File: src/rtl/dds_pkg.sv
// dds_pkg
//   Shared constants and helpers for the DDS sample sequencer and the
//   downstream interpolator.
//   - SAMPLE_LSB / SAMPLE_W : where a ROM sample sits inside a 32-bit word
//   - MODE_MAX              : largest honoured interpolation decade
//   - decade_period()       : segment length in Fg_CLK cycles for a decade
//   - sample_to_word()      : places a ROM sample into the 32-bit format
package dds_pkg;

    localparam int SAMPLE_LSB = 18;
    localparam int SAMPLE_W   = 12;
    localparam int MODE_MAX   = 4;
    localparam int ADDR_W     = 10;
    localparam int CNT_W      = 14;

    // Decades above 4 saturate at 10^4 so the 14-bit counter can never overflow.
    function automatic logic [CNT_W-1:0] decade_period(input logic [3:0] mode);
        logic [CNT_W-1:0] p;
        case (mode)
            4'd0:    p = CNT_W'(1);
            4'd1:    p = CNT_W'(10);
            4'd2:    p = CNT_W'(100);
            4'd3:    p = CNT_W'(1000);
            default: p = CNT_W'(10000);
        endcase
        return p;
    endfunction

    function automatic logic [31:0] sample_to_word(input logic [SAMPLE_W-1:0] sample);
        logic [31:0] word;
        word = '0;
        word[SAMPLE_LSB +: SAMPLE_W] = sample;
        return word;
    endfunction

endpackage

File: src/rtl/dds_tick_gen.sv
// dds_tick_gen
//   Segment timer. Issues one tick every 10^min(Mode,MODE_MAX) cycles while
//   Run is high, and a tick immediately on a Run rising edge.
//   Ports:
//     clk_i      clock (Fg_CLK)
//     rst_n_i    asynchronous active-low reset
//     run_i      enable tick generation; counter holds while low
//     mode_i     interpolation decade, sampled only at a tick (reload)
//     tick_o     1-cycle tick, combinational from state and run_i
//     restart_o  Run rising edge (coincides with a tick)
module dds_tick_gen
    import dds_pkg::*;
#(
    parameter int MODE_MAX_P = dds_pkg::MODE_MAX
) (
    input  logic       clk_i,
    input  logic       rst_n_i,
    input  logic       run_i,
    input  logic [3:0] mode_i,
    output logic       tick_o,
    output logic       restart_o
);

    logic [CNT_W-1:0] count_q, count_d;
    logic             run_q;
    logic [3:0]       mode_clamped;

    always_comb begin
        mode_clamped = (mode_i > 4'(MODE_MAX_P)) ? 4'(MODE_MAX_P) : mode_i;
        restart_o    = run_i & ~run_q;
        // A restart forces a tick regardless of where the counter was frozen.
        tick_o       = run_i & (restart_o | (count_q == '0));
        count_d      = count_q;
        if (tick_o) begin
            count_d = decade_period(mode_clamped) - CNT_W'(1);
        end else if (run_i) begin
            count_d = count_q - CNT_W'(1);
        end
    end

    always_ff @(posedge clk_i or negedge rst_n_i) begin
        if (!rst_n_i) begin
            count_q <= '0;
            run_q   <= 1'b0;
        end else begin
            count_q <= count_d;
            run_q   <= run_i;
        end
    end

endmodule

File: src/rtl/dds_sample_sequencer.sv
// dds_sample_sequencer
//   Phase accumulator, sine ROM fetch and sample-pair output for the
//   interpolator. Each tick advances the phase by FTW and fetches one sample;
//   the newest sample appears on out1 and the previous one on out2, flagged
//   by a 1-cycle Enable pulse.
//   Ports:
//     Fg_CLK    clock
//     RESETn    asynchronous active-low reset
//     Run       1 = generate segments
//     FTW       phase increment per segment
//     Mode      interpolation decade (segment = 10^Mode cycles, clamped)
//     rom_addr  sync sine ROM address (registered)
//     rom_data  ROM data, valid one cycle after rom_addr
//     out1      newest sample word
//     out2      previous sample word
//     Enable    out1/out2 hold a new valid pair
module dds_sample_sequencer
    import dds_pkg::*;
#(
    parameter int ADDR_W   = dds_pkg::ADDR_W,
    parameter int MODE_MAX = dds_pkg::MODE_MAX
) (
    input  logic                Fg_CLK,
    input  logic                RESETn,
    input  logic                Run,
    input  logic [31:0]         FTW,
    input  logic [3:0]          Mode,
    output logic [ADDR_W-1:0]   rom_addr,
    input  logic [SAMPLE_W-1:0] rom_data,
    output logic [31:0]         out1,
    output logic [31:0]         out2,
    output logic                Enable
);

    logic              tick, restart;
    logic [31:0]       phase_q, phase_d, phase_base;
    logic [ADDR_W-1:0] rom_addr_q, rom_addr_d;
    logic              v1_q, v2_q;
    logic [1:0]        prime_q, prime_d;
    logic [31:0]       out1_q, out1_d, out2_q, out2_d;
    logic              enable_q, enable_d;

    dds_tick_gen #(
        .MODE_MAX_P (MODE_MAX)
    ) u_tick_gen (
        .clk_i     (Fg_CLK),
        .rst_n_i   (RESETn),
        .run_i     (Run),
        .mode_i    (Mode),
        .tick_o    (tick),
        .restart_o (restart)
    );

    always_comb begin
        // On restart the tick addresses phase 0 and the accumulator continues from FTW.
        phase_base = restart ? '0 : phase_q;
        phase_d    = phase_q;
        rom_addr_d = rom_addr_q;
        out1_d     = out1_q;
        out2_d     = out2_q;
        prime_d    = prime_q;
        if (tick) begin
            rom_addr_d = phase_base[31 -: ADDR_W];
            phase_d    = phase_base + FTW;
        end
        if (v2_q) begin
            out2_d  = out1_q;
            out1_d  = sample_to_word(rom_data);
            prime_d = (prime_q == 2'd2) ? 2'd2 : prime_q + 2'd1;
        end
        if (restart) begin
            prime_d = 2'd0;
        end
        // The first sample after a restart has no valid predecessor in out2.
        enable_d = v2_q & (prime_q != 2'd0);
    end

    always_ff @(posedge Fg_CLK or negedge RESETn) begin
        if (!RESETn) begin
            phase_q    <= '0;
            rom_addr_q <= '0;
            v1_q       <= 1'b0;
            v2_q       <= 1'b0;
            prime_q    <= 2'd0;
            out1_q     <= '0;
            out2_q     <= '0;
            enable_q   <= 1'b0;
        end else begin
            phase_q    <= phase_d;
            rom_addr_q <= rom_addr_d;
            v1_q       <= tick;
            v2_q       <= v1_q;
            prime_q    <= prime_d;
            out1_q     <= out1_d;
            out2_q     <= out2_d;
            enable_q   <= enable_d;
        end
    end

    assign rom_addr = rom_addr_q;
    assign out1     = out1_q;
    assign out2     = out2_q;
    assign Enable   = enable_q;

endmodule

File: config.mk
export PLATFORM = sky130hd
export DESIGN_NAME = dds_sample_sequencer
export DESIGN_NICKNAME = d
export VERILOG_FILES = /design/src/rtl/dds_pkg.sv /design/src/rtl/dds_tick_gen.sv /design/src/rtl/dds_sample_sequencer.sv
export SDC_FILE = /design/constraint.sdc
export NUM_CORES = 1
export LEC_CHECK = 0
export ABC_AREA = 1
export ABC_CLOCK_PERIOD_IN_PS = 2900
export BUFFER_PORTS_ARGS = -buffer_cell sky130_fd_sc_hd__clkbuf_2
export CORE_MARGIN = 5
export CORE_UTILIZATION = 30
export DETAILED_ROUTE_END_ITERATION = 8
export GPL_TIMING_DRIVEN = 0
export PLACE_DENSITY = 0.47
export SLEW_MARGIN = 5
export SYNTH_ARGS = -nofsm -noshare
export SYNTH_HDL_FRONTEND = slang
export SYNTH_HIERARCHICAL = 1
export SYNTH_SLANG_ARGS = --single-unit
File: constraint.sdc
create_clock -name Fg_CLK -period 2.9 [get_ports Fg_CLK]
set_input_delay 0.58 -clock Fg_CLK [delete_from_list [all_inputs] [get_ports Fg_CLK]]
set_output_delay 0.58 -clock Fg_CLK [all_outputs]
set_load 0.02 [all_outputs]
==> results.md <==
* Worst EP required at 3.13 ns
* Nets@finish at 1296
* I/O pins at 126
* Die height at 160.1 um
* Initial antenna violation count at 0
* DR vias at 6341
* DRC Markers at 0
* Crit end category: flip-flop
* Port Buffer Count at 85
* Antenna Cells at 0
* Tot Pwr at 0.006094 W
* Status: finished clean
* DIE AREA at 25620 sq um
* Area occupied by multi-input gates at 3670 sq um
* Placed cells at 1481
* Inserted Clock Buffers at 9
* Starting DRT DRC Count at 296
* Leak pwr at 4.855 nW
* Initial DRT Pass Iterations at 4
* Non-Filler Instances at 1500
* Die width at 160.1 um
* Post-route ant nets at 0
* H-tree depth at 3
* Largest net degree at the start of global routing at 57
* Period utilisation layout at 92.98%
* Data arrival, critical path at 2.93 ns
* Final hold violations at 0
* CTS Buffer Depth at 2
* Crit path max fanout at 10
* Register area share after synthesis at 31.85%
* Skew-Pair Late Insertion Delay at 0.36 ns
* Num rows at 55
* Total GRT Usage at 15.41%
* Synth cell types at 35
* Ratio of cells with drive above 1 in the final layout at 15.88%
* Total Wirelength at 19230 um
* Starting Density at 30.12%
* Kind of critical path: primary input to flip-flop
* Peak VDD IR at 0.3008 mV
* Final setup fails at 0
* RD Place Congestion at 0.8813
* Largest stage delay, worst path at 0.40 ns
* Setup TNS at 0 ns
* # fillers at 2560
* First-pass GRT wire length at 31860 um
* Crit-path most repeated cell: nand3_1
* Clock slew at reported path FFs at 0.07 ns
* Hold Crit Class: primary input to async pin
* Vias in the first global route at 6148
* Post-Place Worst Slack at -0.7501 ns
* Fin crit period at 2.696 ns
* Register Area at 2152 sq um
* Core ar. at 22430 sq um
* Syn avg cell area at 6.309 sq um
* Crit path max-delay cell type: fa_2
* Final Max Tran Viols at 0
* Clk sinks at 86
* Pwr Density at 756.5 nW/um^2
* Final Skew at 0.006565 ns
* Clock root cell: clkbuf_16
* Final WS setup at 0.2036 ns
* Dpl hpwl at 15180 um
* GRT overflow at 0
* CTS tree: yes
* Worst setup SP type: primary input
* Worst path cell trace: clkbuf_2, inv_2, nor2_4, buf_4, nor2_1, ha_1, fa_2, nand3_1, nand3_1, nand3_1, nand3_2, nand2_1, nand3_1, nand3_1, o21ai_0
* Max Cap Viol at 0
* Unrepaired setup endpoints after global routing: true
* Synth warn at 6
* Post-CTS Hold Fix Bufs at 0
* Seq cells post-synth at 86
* Post-synthesis cell count at 1071
* Slew headroom at 55.02%
* Area growth from synthesis to layout at 19.22%
* Via/cell ratio at 4.227
* Cell area after synthesis at 6756 sq um
* Fmax at 370.9 MHz
* Worst-Margin Slew at 0.6747 ns
* Wire per inst at 12.82 um
==> final timing paths <==
check / slack, ns / start / to / depth (start not counted)
max: 0.20 / Run / phase_q[20]$_DFFE_PN0P_ / 15
min in group Fg_CLK: 0.35 / v1_q$_DFF_PN0_ / v2_q$_DFF_PN0_ / 0
min reg2reg: 0.35 / v1_q$_DFF_PN0_ / v2_q$_DFF_PN0_ / 0
max reg2reg: 0.36 / u_tick_gen/count_q[9]$_DFFE_PN0P_ / u_tick_gen/count_q[8]$_DFFE_PN0P_ / 16
max in group asynchronous: 2.02 / RESETn / out2[19]$_DFFE_PN0P_ / 2
min: 0.21 / RESETn / phase_q[24]$_DFFE_PN0P_ / 1
==> logic make-up after synthesis <==
group                      count (synthesis)  synth area share (%)
AOI/OAI and AO/OA                         65                 5.130
and+or+nand+nor                          631                 38.67
adders and majority gates                 35                 6.593
DFF                                       86                 31.85
buffers and inverters                    241                 16.15
other                                      1               0.05550
xor gates and xnor gates                  12                 1.556
==> area by class of cell <==
type	instances	share of cell area [%]
sequential	86	26.72
buffer	62	5.312
clock inverter	7	0.9164
tap	285	4.427
multi-input combinational	783	45.56
timing repair buffer	89	5.934
clock buffer	9	2.796
inverter	179	8.341
==> what timing repair did <==
item / in CTS / in global routing
setup endpoints to repair: 24 / 13
gates resized for setup: 5 / 6
pin swaps: 0 / 1
setup buffers: 0 / 3
==> sequential cells by signal, indices dropped and copies added (netlist names) <==
name	count
out2	12
u_tick_gen/count_q	14
v2_q	1
prime_q	2
u_tick_gen/run_q	1
rom_addr	10
out1	12
phase_q	32
Enable	1
v1_q	1
==> layer usage <==
| layer | up-vias | global-route usage, % | wire (um) |
|---|---|---|---|
| met5 | - | 0 | 0 |
| met4 | 0 | 5.201 | 353 |
| met3 | 27 | 2.684 | 826 |
| met2 | 120 | 24.14 | 8387 |
| met1 | 2756 | 21.52 | 9666 |
| li1 | 3438 | - | - |
==> cells in the mapped netlist (all sizes together) <==
| cell type | count | area [sq um] |
|---|---|---|
| a21oi | 22 | 110.1 |
| dfrtp | 86 | 2152 |
| or2 | 1 | 6.260 |
| clkinv | 1 | 3.750 |
| a31oi | 1 | 6.260 |
| o22ai | 4 | 25.02 |
| nor3 | 6 | 30.03 |
| ha | 34 | 425.4 |
| clkbuf | 12 | 45.04 |
| a21o | 2 | 15.01 |
| o21ai | 32 | 160.2 |
| xor2 | 3 | 26.28 |
| inv | 178 | 668.1 |
| o21bai | 4 | 30.03 |
| buf | 49 | 365.4 |
| and2 | 1 | 6.260 |
| nand3 | 73 | 407.9 |
| fa | 1 | 20.02 |
| nor2 | 105 | 434.2 |
| nand2 | 436 | 1667 |
| dlygate4sd1 | 1 | 8.760 |
| nand3b | 4 | 30.03 |
| xnor2 | 9 | 78.83 |
| nand4 | 5 | 31.28 |
| conb | 1 | 3.750 |
==> placed cells by master (no fill, tap or decap), drive strengths merged, types with 5 or more instances in the layout <==
cell type    n
nor2       105
conb        40
inv        183
nand3       73
clkbuf     104
nand2      436
a21oi       22
o21ai       32
dfrtp       86
ha          34
buf         55
nand4        5
xnor2        9
nor3         6
==> per-stage QoR <==
step | utilization (%) | hold WS, ns | area, sq um
6_report | 35.91 | 0.2122 | 8055
5_1_grt | 35.91 | 0.2451 | 8055
4_1_cts | 35.77 | 0.2230 | 8025
3_5_place_dp | 34.39 | 0.3347 | 7715
3_3_place_gp | 34.26 | 0.3359 | 7685
2_1_floorplan | - | 0.2844 | 6903
==> critical path: cells and delay by family <==
kind,cells,cell delay (ns)
compound gates,1,0.10
buf+inv,3,0.52
simple gates,9,1.07
fa+ha+maj,2,0.65
==> power by group <==
part           leakage (nW)  internal, W  total [W]  switching (W)
clock network         0.148     0.000613    0.00122       0.000610
registers              1.07      0.00156    0.00175       0.000189
logic                  3.63      0.00109    0.00312        0.00203
total                  4.85      0.00327    0.00609        0.00283
No activity file was read; power rests on OpenSTA's default activity.
